## src/rtl/uart_pkg.sv

```systemverilog
// Shared UART definitions: FSM state encoding, parity and prescale constants,
// and the bit-vote helper used by the receive sampler.
package uart_pkg;

  typedef enum logic [2:0] {
    IDLE      = 3'd0,
    START     = 3'd1,
    DATA      = 3'd2,
    PARITY    = 3'd3,
    STOP      = 3'd4,
    WAIT_HIGH = 3'd5
  } uart_state_t;

  localparam logic PAR_EVEN = 1'b0;
  localparam logic PAR_ODD  = 1'b1;

  localparam int PRESCALE_8  = 8;
  localparam int PRESCALE_16 = 16;
  localparam int PRESCALE_32 = 32;

  localparam int DATA_WIDTH_DEFAULT = 8;

  function automatic logic majority3(input logic [2:0] s);
    return (s[0] & s[1]) | (s[0] & s[2]) | (s[1] & s[2]);
  endfunction

endpackage

```

## src/rtl/uart_rx_data_sampler.sv

```systemverilog
// Captures RX_IN at edge_cnt = P/2-1, P/2, P/2+1 and presents the 2-of-3 vote.
// The vote is stable from edge_cnt = P/2+2 until the next bit's first tap.
module uart_rx_data_sampler
  import uart_pkg::*;
#(
  parameter int PRESCALE_WIDTH = 6
) (
  input  logic                      CLK,
  input  logic                      RST,
  input  logic                      rx_in,
  input  logic [PRESCALE_WIDTH-1:0] edge_cnt,
  input  logic [PRESCALE_WIDTH-1:0] prescale,
  output logic                      sampled_bit
);

  logic [PRESCALE_WIDTH-1:0] half;
  logic [2:0]                samples;

  assign half = prescale >> 1;

  genvar gi;
  generate
    for (gi = 0; gi < 3; gi++) begin : g_tap
      logic [PRESCALE_WIDTH-1:0] tap;
      logic                      sample_reg;

      // Taps sit one edge either side of mid-bit.
      assign tap = half + PRESCALE_WIDTH'(gi) - PRESCALE_WIDTH'(1);

      always_ff @(posedge CLK or negedge RST) begin
        if (!RST) begin
          sample_reg <= 1'b0;
        end else if (edge_cnt == tap) begin
          sample_reg <= rx_in;
        end
      end

      assign samples[gi] = sample_reg;
    end
  endgenerate

  assign sampled_bit = majority3(samples);

endmodule

```

## src/rtl/uart_rx_deserializer.sv

```systemverilog
// UART receiver: oversampled, majority-voted, LSB-first deserializer with
// optional parity and stop-bit checks; results are registered one-cycle pulses.
module uart_rx_deserializer
  import uart_pkg::*;
#(
  parameter int DATA_WIDTH     = DATA_WIDTH_DEFAULT,
  parameter int PRESCALE_WIDTH = 6
) (
  input  logic                      CLK,
  input  logic                      RST,
  input  logic                      RX_IN,
  input  logic [PRESCALE_WIDTH-1:0] Prescale,
  input  logic                      PAR_EN,
  input  logic                      PAR_TYP,
  output logic [DATA_WIDTH-1:0]     P_DATA,
  output logic                      data_valid,
  output logic                      par_err,
  output logic                      stp_err
);

  localparam int BIT_CNT_W = (DATA_WIDTH > 1) ? $clog2(DATA_WIDTH) : 1;

  uart_state_t               state_reg;
  logic [PRESCALE_WIDTH-1:0] edge_cnt_reg;
  logic [BIT_CNT_W-1:0]      bit_cnt_reg;
  logic [DATA_WIDTH-1:0]     shift_reg;
  logic [PRESCALE_WIDTH-1:0] prescale_reg;
  logic                      par_en_reg;
  logic                      par_typ_reg;
  logic                      par_mismatch_reg;

  logic sampled_bit;
  logic bit_end;
  logic par_expected;

  uart_rx_data_sampler #(
    .PRESCALE_WIDTH(PRESCALE_WIDTH)
  ) u_sampler (
    .CLK        (CLK),
    .RST        (RST),
    .rx_in      (RX_IN),
    .edge_cnt   (edge_cnt_reg),
    .prescale   (prescale_reg),
    .sampled_bit(sampled_bit)
  );

  assign bit_end      = (edge_cnt_reg == prescale_reg - PRESCALE_WIDTH'(1));
  assign par_expected = (^shift_reg) ^ (par_typ_reg == PAR_ODD);

  always_ff @(posedge CLK or negedge RST) begin
    if (!RST) begin
      state_reg        <= IDLE;
      edge_cnt_reg     <= '0;
      bit_cnt_reg      <= '0;
      shift_reg        <= '0;
      prescale_reg     <= '0;
      par_en_reg       <= 1'b0;
      par_typ_reg      <= 1'b0;
      par_mismatch_reg <= 1'b0;
      P_DATA           <= '0;
      data_valid       <= 1'b0;
      par_err          <= 1'b0;
      stp_err          <= 1'b0;
    end else begin
      data_valid <= 1'b0;
      par_err    <= 1'b0;
      stp_err    <= 1'b0;

      if (state_reg != IDLE && state_reg != WAIT_HIGH) begin
        edge_cnt_reg <= bit_end ? '0 : edge_cnt_reg + PRESCALE_WIDTH'(1);
      end

      unique case (state_reg)
        IDLE: begin
          // The cycle that first sees the line low is edge 0 of the start bit.
          if (!RX_IN) begin
            state_reg        <= START;
            edge_cnt_reg     <= PRESCALE_WIDTH'(1);
            bit_cnt_reg      <= '0;
            par_mismatch_reg <= 1'b0;
            prescale_reg     <= Prescale;
            par_en_reg       <= PAR_EN;
            par_typ_reg      <= PAR_TYP;
          end
        end

        START: begin
          if (bit_end) begin
            state_reg <= sampled_bit ? IDLE : DATA;
          end
        end

        DATA: begin
          if (bit_end) begin
            shift_reg <= {sampled_bit, shift_reg[DATA_WIDTH-1:1]};
            if (bit_cnt_reg == BIT_CNT_W'(DATA_WIDTH - 1)) begin
              bit_cnt_reg <= '0;
              state_reg   <= par_en_reg ? PARITY : STOP;
            end else begin
              bit_cnt_reg <= bit_cnt_reg + BIT_CNT_W'(1);
            end
          end
        end

        PARITY: begin
          if (bit_end) begin
            par_mismatch_reg <= (sampled_bit != par_expected);
            state_reg        <= STOP;
          end
        end

        STOP: begin
          if (bit_end) begin
            if (!sampled_bit) begin
              stp_err   <= 1'b1;
              par_err   <= par_mismatch_reg;
              state_reg <= WAIT_HIGH;
            end else if (par_mismatch_reg) begin
              par_err   <= 1'b1;
              state_reg <= IDLE;
            end else begin
              P_DATA     <= shift_reg;
              data_valid <= 1'b1;
              state_reg  <= IDLE;
            end
          end
        end

        WAIT_HIGH: begin
          // A held-low or break line must return high before a new frame.
          if (RX_IN) begin
            state_reg <= IDLE;
          end
        end

        default: begin
          state_reg <= IDLE;
        end
      endcase
    end
  end

endmodule

```

## config.mk

```make
export PLATFORM = sky130hd
export DESIGN_NAME = uart_rx_deserializer
export DESIGN_NICKNAME = d
export VERILOG_FILES = /design/src/rtl/uart_pkg.sv /design/src/rtl/uart_rx_data_sampler.sv /design/src/rtl/uart_rx_deserializer.sv
export SDC_FILE = /design/constraint.sdc
export NUM_CORES = 1
export LEC_CHECK = 0
export ABC_AREA = 1
export BUFFER_PORTS_ARGS = -buffer_cell sky130_fd_sc_hd__buf_4
export CORE_ASPECT_RATIO = 0.6
export CORE_MARGIN = 5
export CORE_UTILIZATION = 64
export DETAILED_ROUTE_END_ITERATION = 6
export PLACE_DENSITY = 0.84
export SYNTH_ARGS = -nofsm -noshare
export SYNTH_HDL_FRONTEND = slang
export SYNTH_HIERARCHICAL = 1
export SYNTH_SLANG_ARGS = --single-unit
```

## constraint.sdc

```tcl
create_clock -name CLK -period 4.3 [get_ports CLK]
set_input_delay 0.645 -clock CLK [delete_from_list [all_inputs] [get_ports CLK]]
set_output_delay 0.645 -clock CLK [all_outputs]
set_load 0.02 [all_outputs]
```

==> metrics.txt <==
# TYPE chip_impl_metric gauge
chip_impl_metric{name="timing.setup.tns",unit="ns"} 0
chip_impl_metric{name="yosys_warnings",unit=""} 6
chip_impl_metric{name="wl_per_cell",unit="um"} 12.92
chip_impl_metric{name="finalHoldViolations",unit=""} 0
chip_impl_metric{name="fmax",unit="MHz"} 469.2
chip_impl_metric{name="placement.io_buffers",unit=""} 21
chip_impl_metric{name="floorplan.die_area",unit="um^2"} 5644
chip_impl_metric{name="postCtsSetupBuffers",unit=""} 0
chip_impl_info{name="biggest_area_consumer_among_synthesized_cells",value="sky130_fd_sc_hd__dfrtp_1"} 1
chip_impl_metric{name="worst_slack",unit="ns"} 2.169
chip_impl_metric{name="worst_setup_slack_post_dpl",unit="ns"} 2.200
chip_impl_metric{name="cts-buffers-inserted",unit=""} 5
chip_impl_metric{name="gpl_congestion",unit=""} 0.9322
chip_impl_metric{name="synthesis.nets",unit=""} 394
chip_impl_metric{name="drtPass1Iterations",unit=""} 5
chip_impl_metric{name="grt_overflow",unit=""} 0
chip_impl_metric{name="worst-slew-pin-transition",unit="ns"} 0.5393
chip_impl_metric{name="number_of_antenna_violations_at_the_first_check_in_global_routing",unit=""} 0
chip_impl_metric{name="cts_sinks",unit=""} 43
chip_impl_metric{name="post-route-period-util",unit=""} 0.4957
chip_impl_info{name="unrepaired_setup_endpoints_after_global_routing",value="false"} 1
chip_impl_info{name="run_status",value="completed"} 1
chip_impl_metric{name="synth_area",unit="um^2"} 2691
chip_impl_metric{name="fin_worst_hold_slack",unit="ns"} 0.3161
chip_impl_metric{name="final_util",unit=""} 0.7437
chip_impl_metric{name="cts_hold_repair.buffers",unit=""} 0
chip_impl_metric{name="fp-row-count",unit=""} 18
chip_impl_info{name="yosys-top-cells-area",value="sky130_fd_sc_hd__dfrtp_1 40%, sky130_fd_sc_hd__nand2_1 19%, sky130_fd_sc_hd__inv_1 7.3%"} 1
chip_impl_metric{name="clk_transition_reported_paths",unit="ns"} 0.08
chip_impl_metric{name="critical_path_arrival",unit="ns"} 2.37
chip_impl_metric{name="syn-mean-instance-area",unit="um^2"} 7.139
chip_impl_metric{name="finalWirelength",unit="um"} 5981
chip_impl_metric{name="fill_cells",unit=""} 323
chip_impl_metric{name="drv.max_cap_violation_count",unit=""} 0
chip_impl_metric{name="total_leakage_power",unit="nW"} 1.611
chip_impl_metric{name="timing.critical_path.required",unit="ns"} 4.54
chip_impl_metric{name="setup_violations",unit=""} 0
chip_impl_metric{name="grtUsageMet1",unit=""} 0.3590
chip_impl_metric{name="global_route_wire_length_before_repair",unit="um"} 9867
chip_impl_metric{name="grt.met2_usage",unit=""} 0.3189
chip_impl_info{name="tritoncts",value="yes"} 1
chip_impl_metric{name="synth_async_sr_flop_share",unit=""} 1.000
chip_impl_metric{name="final.min_clock_period",unit="ns"} 2.131
chip_impl_metric{name="cts-resized-gates",unit=""} 0
chip_impl_info{name="grt_max_usage_layer",value="met1"} 1
chip_impl_metric{name="n_antenna_cell",unit=""} 0
chip_impl_info{name="post-synth-top-count-cell",value="sky130_fd_sc_hd__nand2_1"} 1
chip_impl_metric{name="die_height",unit="um"} 60.23
chip_impl_metric{name="max_slew_margin",unit=""} 0.6405
chip_impl_metric{name="placeableCoreArea",unit="um^2"} 4076
chip_impl_metric{name="start_util",unit=""} 0.6602
chip_impl_metric{name="critical_path_peak_fanout",unit=""} 20
chip_impl_info{name="cts.root.buffer_cell",value="sky130_fd_sc_hd__clkbuf_8"} 1
chip_impl_info{name="synth_ff_type",value="sky130_fd_sc_hd__dfrtp_1"} 1
chip_impl_metric{name="io_pins",unit=""} 22
chip_impl_metric{name="viasPerCell",unit=""} 5.192
chip_impl_metric{name="deepest_clock_path_buffer_count",unit=""} 2
chip_impl_metric{name="finish.net_count",unit=""} 419
chip_impl_metric{name="drc",unit=""} 0
chip_impl_metric{name="library_cells_used_by_synthesis",unit=""} 29
chip_impl_metric{name="powerDensity",unit="nW/um^2"} 661.7
chip_impl_metric{name="vias_in_the_first_global_route",unit=""} 2106
chip_impl_metric{name="detailedPlacementHpwl",unit="um"} 4557
chip_impl_info{name="crit_path_start_kind",value="flop"} 1
chip_impl_metric{name="grtUsageTotal",unit=""} 0.2297
chip_impl_metric{name="maximum_number_of_pins_on_one_net_before_global_route_repair",unit=""} 44
chip_impl_metric{name="synth-seq-area-share",unit=""} 0.3998
chip_impl_metric{name="post_route_cells_drive_above_1_share",unit=""} 0.1737
chip_impl_metric{name="post_synth_inst_count",unit=""} 377
chip_impl_metric{name="drv_slew",unit=""} 0
chip_impl_metric{name="number_of_flops_mapped_to_enable_cells_by_yosys",unit=""} 0
chip_impl_metric{name="layout-area-overhead-vs-synth",unit="%"} 12.65
chip_impl_info{name="criticalPathCategory",value="flop to flop"} 1
chip_impl_metric{name="irDropWorstVdd",unit="mV"} 0.4247
chip_impl_metric{name="drt_first_iter_violations",unit=""} 220
chip_impl_metric{name="clock_tree_skew_after_final_layout",unit="ns"} 0.006837
chip_impl_info{name="synth.cells.most_frequent",value="134 x sky130_fd_sc_hd__nand2_1, 52 x sky130_fd_sc_hd__inv_1, 43 x sky130_fd_sc_hd__dfrtp_1"} 1
chip_impl_metric{name="chipWidth",unit="um"} 93.72
chip_impl_info{name="end_kind",value="flop"} 1
chip_impl_metric{name="detail-route-antenna-nets",unit=""} 0
chip_impl_info{name="hp-class",value="input pin to async pin"} 1
chip_impl_metric{name="post_synth_top_area_share",unit=""} 0.3998
chip_impl_metric{name="ys_ff_latch",unit=""} 43
chip_impl_metric{name="vias",unit=""} 2404
chip_impl_metric{name="met3_routing_resource_usage_after_global_routing",unit=""} 0.05157
chip_impl_metric{name="htree_levels",unit=""} 2
chip_impl_metric{name="worst_skew_pair.late_latency",unit="ns"} 0.30
[layout by cell type (no fill, tap or decap)]
| cell type | n |
|---|---|
| sky130_fd_sc_hd__nand4_1 | 4 |
| sky130_fd_sc_hd__nand3_4 | 2 |
| sky130_fd_sc_hd__nand2_4 | 1 |
| sky130_fd_sc_hd__clkbuf_1 | 1 |
| sky130_fd_sc_hd__clkbuf_8 | 5 |
| sky130_fd_sc_hd__a21oi_1 | 1 |
| sky130_fd_sc_hd__nand3b_1 | 1 |
| sky130_fd_sc_hd__xnor2_1 | 7 |
| sky130_fd_sc_hd__dfrtp_1 | 43 |
| sky130_fd_sc_hd__nor2_2 | 8 |
| sky130_fd_sc_hd__o211ai_1 | 1 |
| sky130_fd_sc_hd__nand3_1 | 27 |
| sky130_fd_sc_hd__o2111ai_1 | 1 |
| sky130_fd_sc_hd__buf_4 | 22 |
| sky130_fd_sc_hd__a21oi_2 | 3 |
| sky130_fd_sc_hd__ha_1 | 6 |
| sky130_fd_sc_hd__inv_4 | 1 |
| sky130_fd_sc_hd__nand2_1 | 134 |
| sky130_fd_sc_hd__nand2_2 | 8 |
| sky130_fd_sc_hd__inv_1 | 52 |
| sky130_fd_sc_hd__o31ai_1 | 2 |
| sky130_fd_sc_hd__o21ai_1 | 9 |
| sky130_fd_sc_hd__or2_0 | 1 |
| sky130_fd_sc_hd__o21ai_2 | 8 |
| sky130_fd_sc_hd__nor2_1 | 28 |
| sky130_fd_sc_hd__nand3_2 | 1 |
| sky130_fd_sc_hd__o21ai_0 | 10 |
| sky130_fd_sc_hd__inv_2 | 9 |
| sky130_fd_sc_hd__maj3_1 | 1 |
| sky130_fd_sc_hd__xor2_1 | 4 |
| sky130_fd_sc_hd__bufinv_16 | 2 |
[routing by layer]
layer / up-vias / wire, um
met3: 5 / 550
met1: 1087 / 2958
met5: - / 0
met4: 0 / 42
met2: 98 / 2429
li1: 1214 / -
[metrics by stage]
| stage | power, mW | std cells | area, um^2 |
|---|---|---|---|
| after detailed placement | 1.611 | 455 | 2899 |
| after CTS | 1.993 | 463 | 3032 |
| after global placement | 1.573 | 455 | 2899 |
| final | 2.006 | 463 | 3032 |
| after global routing | 2.170 | 463 | 3032 |
| after floorplan | 1.376 | 377 | 2691 |
[logic make-up (layout without fill, tap and decap cells)]
logic type / Yosys count / in the layout / synth area share
xor+xnor: 11 / 11 / 0.03580
compound gates: 35 / 35 / 0.08461
flops: 43 / 43 / 0.3998
fa+ha+maj: 7 / 7 / 0.03161
simple gates: 215 / 215 / 0.3487
buf+inv: 66 / 92 / 0.09949
[power by group]
part	switching, mW	leakage, nW	internal [mW]
Clock	0.140	0.0654	0.232
Combinational	0.661	0.972	0.339
Sequential	0.143	0.574	0.492
Total	0.943	1.61	1.06
[critical path, cell delays in order, from the launching register on]
cell	delay (ns)
sky130_fd_sc_hd__dfrtp_1	0.49
sky130_fd_sc_hd__inv_2	0.09
sky130_fd_sc_hd__ha_1	0.30
sky130_fd_sc_hd__inv_1	0.04
sky130_fd_sc_hd__nand2_1	0.06
sky130_fd_sc_hd__nand2_1	0.05
sky130_fd_sc_hd__nor2_2	0.09
sky130_fd_sc_hd__nand2_1	0.07
sky130_fd_sc_hd__nor2_2	0.12
sky130_fd_sc_hd__nand3_4	0.12
sky130_fd_sc_hd__inv_4	0.11
sky130_fd_sc_hd__nand2_2	0.24
sky130_fd_sc_hd__nand2_4	0.15
sky130_fd_sc_hd__nand3_1	0.07
sky130_fd_sc_hd__nand2_1	0.06
[path summary, 6_finish.rpt]
path                                              from                                        end  slack, ns  cells after the start
max in group asynchronous                          RST  u_sampler/g_tap[0].sample_reg$_DFFE_PN0N_       3.60                      1
setup reg to reg           prescale_reg[1]$_DFFE_PN0P_                 bit_cnt_reg[2]$_DFFE_PN0P_       2.17                     14
hold reg to reg                  P_DATA[3]$_DFFE_PN0P_                      P_DATA[3]$_DFFE_PN0P_       0.49                      2
min in group CLK                 P_DATA[3]$_DFFE_PN0P_                      P_DATA[3]$_DFFE_PN0P_       0.49                      2
setup / recovery           prescale_reg[1]$_DFFE_PN0P_                 bit_cnt_reg[2]$_DFFE_PN0P_       2.17                     14
hold / removal                                     RST                  edge_cnt_reg[3]$_DFF_PN0_       0.32                      1
[layout make-up]
type,count,area [um^2],area share
flip-flops and latches,43,1076,0.3549
well taps,60,75.07,0.02476
clock buffers,6,72.57,0.02394
repair buffers,22,165.2,0.05448
multi-input cells,268,1348,0.4445
inverters,62,235.2,0.07759
clock inverters,2,60.06,0.01981
Power figures use the tool's default switching activity.
